### src/rtl/uart_tx_fifo.sv
// uart_tx_fifo
//   Transmit side of the UART. Bytes written by the host/DMA are buffered in a
//   synchronous FIFO and shifted out on tx as 8N1 frames: a start bit, eight
//   data bits LSB first, then one stop bit. Frames follow each other with no
//   idle gap while the FIFO has data.
//
// Parameters
//   CLKS_PER_BIT : clock cycles per serial bit (>= 2)
//   ADDR_W       : FIFO address width, depth = 2**ADDR_W bytes
//
// Ports
//   clk_t     in   transmit clock, rising edge
//   rst_t     in   asynchronous active-high reset
//   wr_en     in   enqueue request for wr_data
//   wr_data   in   byte to enqueue
//   full      out  FIFO holds 2**ADDR_W bytes
//   empty     out  FIFO holds no bytes
//   count     out  number of stored bytes
//   overflow  out  one-cycle pulse when a write is dropped because full
//   tx        out  registered serial line, idles high
//   tx_busy   out  high while a frame is in progress
//   dma_txend out  one-cycle pulse during the last cycle of a stop bit
module uart_tx_fifo #(
  parameter int CLKS_PER_BIT = 868,
  parameter int ADDR_W       = 4
) (
  input  logic              clk_t,
  input  logic              rst_t,
  input  logic              wr_en,
  input  logic [7:0]        wr_data,
  output logic              full,
  output logic              empty,
  output logic [ADDR_W:0]   count,
  output logic              overflow,
  output logic              tx,
  output logic              tx_busy,
  output logic              dma_txend
);

  localparam int DEPTH = 1 << ADDR_W;
  localparam int CNT_W = (CLKS_PER_BIT > 2) ? $clog2(CLKS_PER_BIT) : 1;
  localparam logic [CNT_W-1:0] LAST_CNT     = CNT_W'(CLKS_PER_BIT - 1);
  localparam logic [CNT_W-1:0] PRE_LAST_CNT = CNT_W'(CLKS_PER_BIT - 2);

  typedef enum logic [1:0] {IDLE, START, DATA, STOP} state_t;

  logic [7:0]        mem_q [DEPTH];
  logic [ADDR_W-1:0] wptr_q, wptr_d;
  logic [ADDR_W-1:0] rptr_q, rptr_d;
  logic [ADDR_W:0]   count_q, count_d;
  logic              overflow_q, overflow_d;

  state_t            state_q, state_d;
  logic [CNT_W-1:0]  clk_cnt_q, clk_cnt_d;
  logic [2:0]        bit_idx_q, bit_idx_d;
  logic [7:0]        shift_q, shift_d;
  logic              tx_q, tx_d;
  logic              dma_txend_q, dma_txend_d;

  logic              wr_accept;
  logic              pop;
  logic              bit_done;
  logic [2:0]        bit_idx_next;

  // Flags come from registered count, so a pop in the same cycle cannot
  // make room for a write that arrives while full.
  assign full      = (count_q == (ADDR_W+1)'(DEPTH));
  assign empty     = (count_q == '0);
  assign wr_accept = wr_en & ~full;
  assign bit_done  = (clk_cnt_q == LAST_CNT);
  assign bit_idx_next = bit_idx_q + 3'd1;

  assign count     = count_q;
  assign overflow  = overflow_q;
  assign tx        = tx_q;
  assign tx_busy   = (state_q != IDLE);
  assign dma_txend = dma_txend_q;

  // FIFO storage has no reset; reset only clears the pointers and count,
  // which is enough to invalidate whatever was stored.
  always_ff @(posedge clk_t) begin
    if (wr_accept) begin
      mem_q[wptr_q] <= wr_data;
    end
  end

  // Frame sequencer. The pop is issued from here, and the byte is latched
  // into shift_q at the same edge so later writes cannot disturb it.
  always_comb begin
    state_d     = state_q;
    clk_cnt_d   = clk_cnt_q;
    bit_idx_d   = bit_idx_q;
    shift_d     = shift_q;
    tx_d        = tx_q;
    dma_txend_d = 1'b0;
    pop         = 1'b0;
    case (state_q)
      IDLE: begin
        tx_d = 1'b1;
        if (!empty) begin
          pop       = 1'b1;
          shift_d   = mem_q[rptr_q];
          clk_cnt_d = '0;
          tx_d      = 1'b0;
          state_d   = START;
        end
      end
      START: begin
        if (bit_done) begin
          clk_cnt_d = '0;
          bit_idx_d = 3'd0;
          tx_d      = shift_q[0];
          state_d   = DATA;
        end else begin
          clk_cnt_d = clk_cnt_q + CNT_W'(1);
        end
      end
      DATA: begin
        if (bit_done) begin
          clk_cnt_d = '0;
          if (bit_idx_q == 3'd7) begin
            tx_d    = 1'b1;
            state_d = STOP;
          end else begin
            bit_idx_d = bit_idx_next;
            tx_d      = shift_q[bit_idx_next];
          end
        end else begin
          clk_cnt_d = clk_cnt_q + CNT_W'(1);
        end
      end
      STOP: begin
        // dma_txend is registered, so it is raised one edge early to be
        // high exactly during the final stop-bit cycle.
        if (clk_cnt_q == PRE_LAST_CNT) begin
          dma_txend_d = 1'b1;
        end
        if (bit_done) begin
          clk_cnt_d = '0;
          if (!empty) begin
            pop     = 1'b1;
            shift_d = mem_q[rptr_q];
            tx_d    = 1'b0;
            state_d = START;
          end else begin
            tx_d    = 1'b1;
            state_d = IDLE;
          end
        end else begin
          clk_cnt_d = clk_cnt_q + CNT_W'(1);
        end
      end
      default: begin
        tx_d    = 1'b1;
        state_d = IDLE;
      end
    endcase
  end

  // FIFO bookkeeping; a simultaneous write and pop leaves count unchanged.
  always_comb begin
    wptr_d     = wptr_q + ADDR_W'(wr_accept);
    rptr_d     = rptr_q + ADDR_W'(pop);
    overflow_d = wr_en & full;
    count_d    = count_q;
    if (wr_accept && !pop) begin
      count_d = count_q + (ADDR_W+1)'(1);
    end else if (pop && !wr_accept) begin
      count_d = count_q - (ADDR_W+1)'(1);
    end
  end

  always_ff @(posedge clk_t or posedge rst_t) begin
    if (rst_t) begin
      wptr_q      <= '0;
      rptr_q      <= '0;
      count_q     <= '0;
      overflow_q  <= 1'b0;
      state_q     <= IDLE;
      clk_cnt_q   <= '0;
      bit_idx_q   <= 3'd0;
      shift_q     <= 8'h00;
      tx_q        <= 1'b1;
      dma_txend_q <= 1'b0;
    end else begin
      wptr_q      <= wptr_d;
      rptr_q      <= rptr_d;
      count_q     <= count_d;
      overflow_q  <= overflow_d;
      state_q     <= state_d;
      clk_cnt_q   <= clk_cnt_d;
      bit_idx_q   <= bit_idx_d;
      shift_q     <= shift_d;
      tx_q        <= tx_d;
      dma_txend_q <= dma_txend_d;
    end
  end

endmodule
### config.mk
export PLATFORM = sky130hd
export DESIGN_NAME = uart_tx_fifo
export DESIGN_NICKNAME = d
export VERILOG_FILES = /design/src/rtl/uart_tx_fifo.sv
export SDC_FILE = /design/constraint.sdc
export NUM_CORES = 1
export LEC_CHECK = 0
export CAP_MARGIN = 10
export CORE_ASPECT_RATIO = 2
export CORE_UTILIZATION = 45
export CTS_BUF_LIST = sky130_fd_sc_hd__clkbuf_4 sky130_fd_sc_hd__clkbuf_8
export DETAILED_ROUTE_END_ITERATION = 16
export PLACE_DENSITY = 0.72
export SYNTH_ARGS = -nofsm -noshare
export SYNTH_HDL_FRONTEND = slang
export SYNTH_SLANG_ARGS = --single-unit
### constraint.sdc
create_clock -name clk_t -period 4.2 [get_ports clk_t]
set_clock_uncertainty 0.15 [all_clocks]
set_input_delay 1.26 -clock clk_t [delete_from_list [all_inputs] [get_ports clk_t]]
set_output_delay 1.26 -clock clk_t [all_outputs]
set_load 0.02 [all_outputs]
==> flow_metrics.env <==
export IMPL_maxCapViolations=0
export IMPL_synthArstFlopShare_pct=23.4
export IMPL_ant_nets=0
export IMPL_drt_wl_total_mm=13.8
export IMPL_hold_buffers=0
export IMPL_period_share_pct=92.4
export IMPL_syn_nets=473
export IMPL_fp_dieH_um=180
export IMPL_start_util_pct=46.2
export IMPL_syn_mean_instance_area_um2=15.9
export IMPL_report_final_slew_viol_count=0
export IMPL_arrival_ns=2.47
export IMPL_dr_pass1_iters=4
export IMPL_min_period_ns=3.88
export IMPL_ys_flop_type="edfxtp_1"
export IMPL_rsz0062_at_grt="no"
export IMPL_cts_tree="yes"
export IMPL_hold_class="register to register"
export IMPL_drcViolationCount=0
export IMPL_endpoint_kind="output pin"
export IMPL_holdPathStages=1
export IMPL_tightestPinTransition_ns=0.902
export IMPL_synth_edf_count=128
export IMPL_status="finished, final reports clean"
export IMPL_met2_usage_pct=35.7
export IMPL_netlist_instances=445
export IMPL_core_area_um2=15400
export IMPL_ff_latch_area_um2=4820
export IMPL_drive_gt1_share_pct=18.3
export IMPL_die_area_um2=16300
export IMPL_antenna_cells=0
export IMPL_vias=3774
export IMPL_nNetsFinal=508
export IMPL_post_route_util_pct=51.6
export IMPL_ys_ff_latch=167
export IMPL_cts_setup_buffers=0
export IMPL_place_hpwl_mm=10.1
export IMPL_power_density_nw_per_um2=460
export IMPL_numCtsBuffers=17
export IMPL_first_iter_violations=285
export IMPL_max_vdd_ir_drop_mv=0.198
export IMPL_path_clk_slew_ns=0.08
export IMPL_crit_path_top_delay_cell="clkdlybuf4s50_1"
export IMPL_setup_ws_ns=0.321
export IMPL_path_depth=3
export IMPL_cts_num_sinks=167
export IMPL_finalPower_w=0.00365
export IMPL_worstPathMaxFanout=6
export IMPL_vias_per_cell=5.46
export IMPL_finalInstanceArea_um2=7930
export IMPL_detail_route_wl_per_cell_um=20.0
export IMPL_dp_slack_ns=0.476
export IMPL_gr_usage_met3_pct=3.51
export IMPL_syn2layout_area_growth_pct=11.8
export IMPL_fmax_mhz=258
export IMPL_startpoint_type="register"
export IMPL_io_pins=22
export IMPL_multi_input_area_um2=2120
export IMPL_hold_violations=0
export IMPL_grt_max_degree=40
export IMPL_ys_warn_count=0
export IMPL_setup_viol=0
export IMPL_grt_pass1_vias=4025
export IMPL_grt_pass1_wl_mm=22.0
export IMPL_r2r_cells=12
export IMPL_numPortBuffers=21
export IMPL_critical_path_top_delay_family="simple AND/OR/NAND/NOR gates"
export IMPL_seq_area_frac_synth_pct=67.9
export IMPL_row_count=64
export IMPL_cts_root_buf="clkbuf_8"
export IMPL_grt_total_usage_pct=18.2
export IMPL_placed_area_um2=7550
export IMPL_timing_setup_tns_ns=0
export IMPL_gr_total_overflow=0
export IMPL_grt_busiest_layer="met2"
export IMPL_gp_routability_congestion=0.832
export IMPL_antenna_found_initial=0
export IMPL_leakagePower_nw=2.72
export IMPL_die_w_um=90.8
export IMPL_clock_latency_ns=0.44
export IMPL_syn_area_um2=7100
export IMPL_synth_cell_types=46
export IMPL_path_cells="or4_4, nor2_1, clkdlybuf4s50_1"
export IMPL_clockBufferDepth=2
export IMPL_cts_resized_gates=0
export IMPL_crit_buf_inv=1
export IMPL_fillCellCount=1315
export IMPL_htreeDepth=4
export IMPL_timing_slew_headroom_pct=38.3
export IMPL_worst_setup_path_type="register to output pin"
export IMPL_slowest_delay_ns=0.67
export IMPL_gr_usage_met1_pct=17.8
export IMPL_worstPathRequired_ns=2.79
==> cell usage in the layout, fill, tap and decap left out, types with 2 or more instances in the layout <==
cell,n
edfxtp_1,128
dfrtp_1,37
nor2_1,32
mux4_2,25
clkbuf_8,21
clkdlybuf4s50_1,21
a21oi_1,18
o21ai_0,18
nor2b_1,17
ha_1,16
nand2_1,15
buf_4,15
inv_1,12
nand3_1,11
mux2i_1,11
mux2_2,10
a2111oi_0,8
a211oi_1,8
xor2_1,6
nor3_1,6
xnor2_1,6
nand2b_1,5
a22o_1,5
o31ai_1,4
a31oi_1,4
clkinvlp_4,3
clkinv_2,3
a21o_1,2
and3_2,2
and3_1,2
clkinv_1,2
clkbuf_4,2
==> cell usage after synthesis, types with 8 or more instances <==
master	number	area [µm²]
a21oi_1	18	90.1
o21ai_0	18	90.1
a2111oi_0	8	70.1
a211oi_1	8	60.1
nand2_1	15	56.3
inv_1	12	45.0
mux4_2	25	563
mux2i_1	11	110
nor2_1	32	120
edfxtp_1	128	3840
mux2_2	10	113
nor2b_1	17	106
nand3_1	11	55.1
dfrtp_1	38	951
ha_1	16	200
==> routing by layer <==
metal	vias to the layer above	part of all wire (%)
li1	1788	-
met1	1914	35
met2	50	60
met3	22	1.9
met4	0	2.4
met5	-	0
==> final cells by class <==
type                            instances  share of cell area (%)
Sequential cell                       167                    60.8
Multi-Input combinational cell        246                    26.7
Timing Repair Buffer                   36                    4.07
Clock buffer                           23                    3.83
Tap cell                              198                    3.12
Clock inverter                          9                   0.946
Inverter                               12                   0.568
==> flip-flops by register name (all words and copies together) (netlist names) <==
register	count
tx	1
wptr_q	4
count	5
rptr_q	4
mem_q	128
overflow	1
shift_q	8
bit_idx_q	3
state_q	2
clk_cnt_q	10
dma_txend	1
==> cell families after synthesis <==
logic type | after synthesis | synth area share [%]
adders and majority gates | 17 | 3.10
muxes | 46 | 11.1
DFF | 167 | 67.9
AOI/OAI and AO/OA | 73 | 6.86
and+or+nand+nor | 98 | 7.32
xor gates and xnor gates | 12 | 1.48
buffers and inverters | 32 | 2.24
==> power breakdown <==
group	switching, W	internal (W)
sequential	0.000110	0.00196
combinational	0.000292	0.000219
clock	0.000536	0.000538
==> per-stage QoR <==
stage | std cells | hold WS, ns
after global placement | 659 | 0.310
final | 691 | 0.336
after global routing | 691 | 0.383
after floorplan | 445 | 0.288
after detailed placement | 659 | 0.322
after CTS | 691 | 0.339
==> worst paths after layout <==
kind                              start           end  slack (ns)
setup reg to reg               count[0]      count[4]        0.89
max in group asynchronous         rst_t     rptr_q[2]        2.45
setup / recovery               count[0]         empty        0.32
hold / removal             clk_cnt_q[9]  clk_cnt_q[9]        0.34
hold reg to reg            clk_cnt_q[9]  clk_cnt_q[9]        0.34
min in group asynchronous         rst_t  clk_cnt_q[3]        1.09
(Power assumes the default switching activity.)
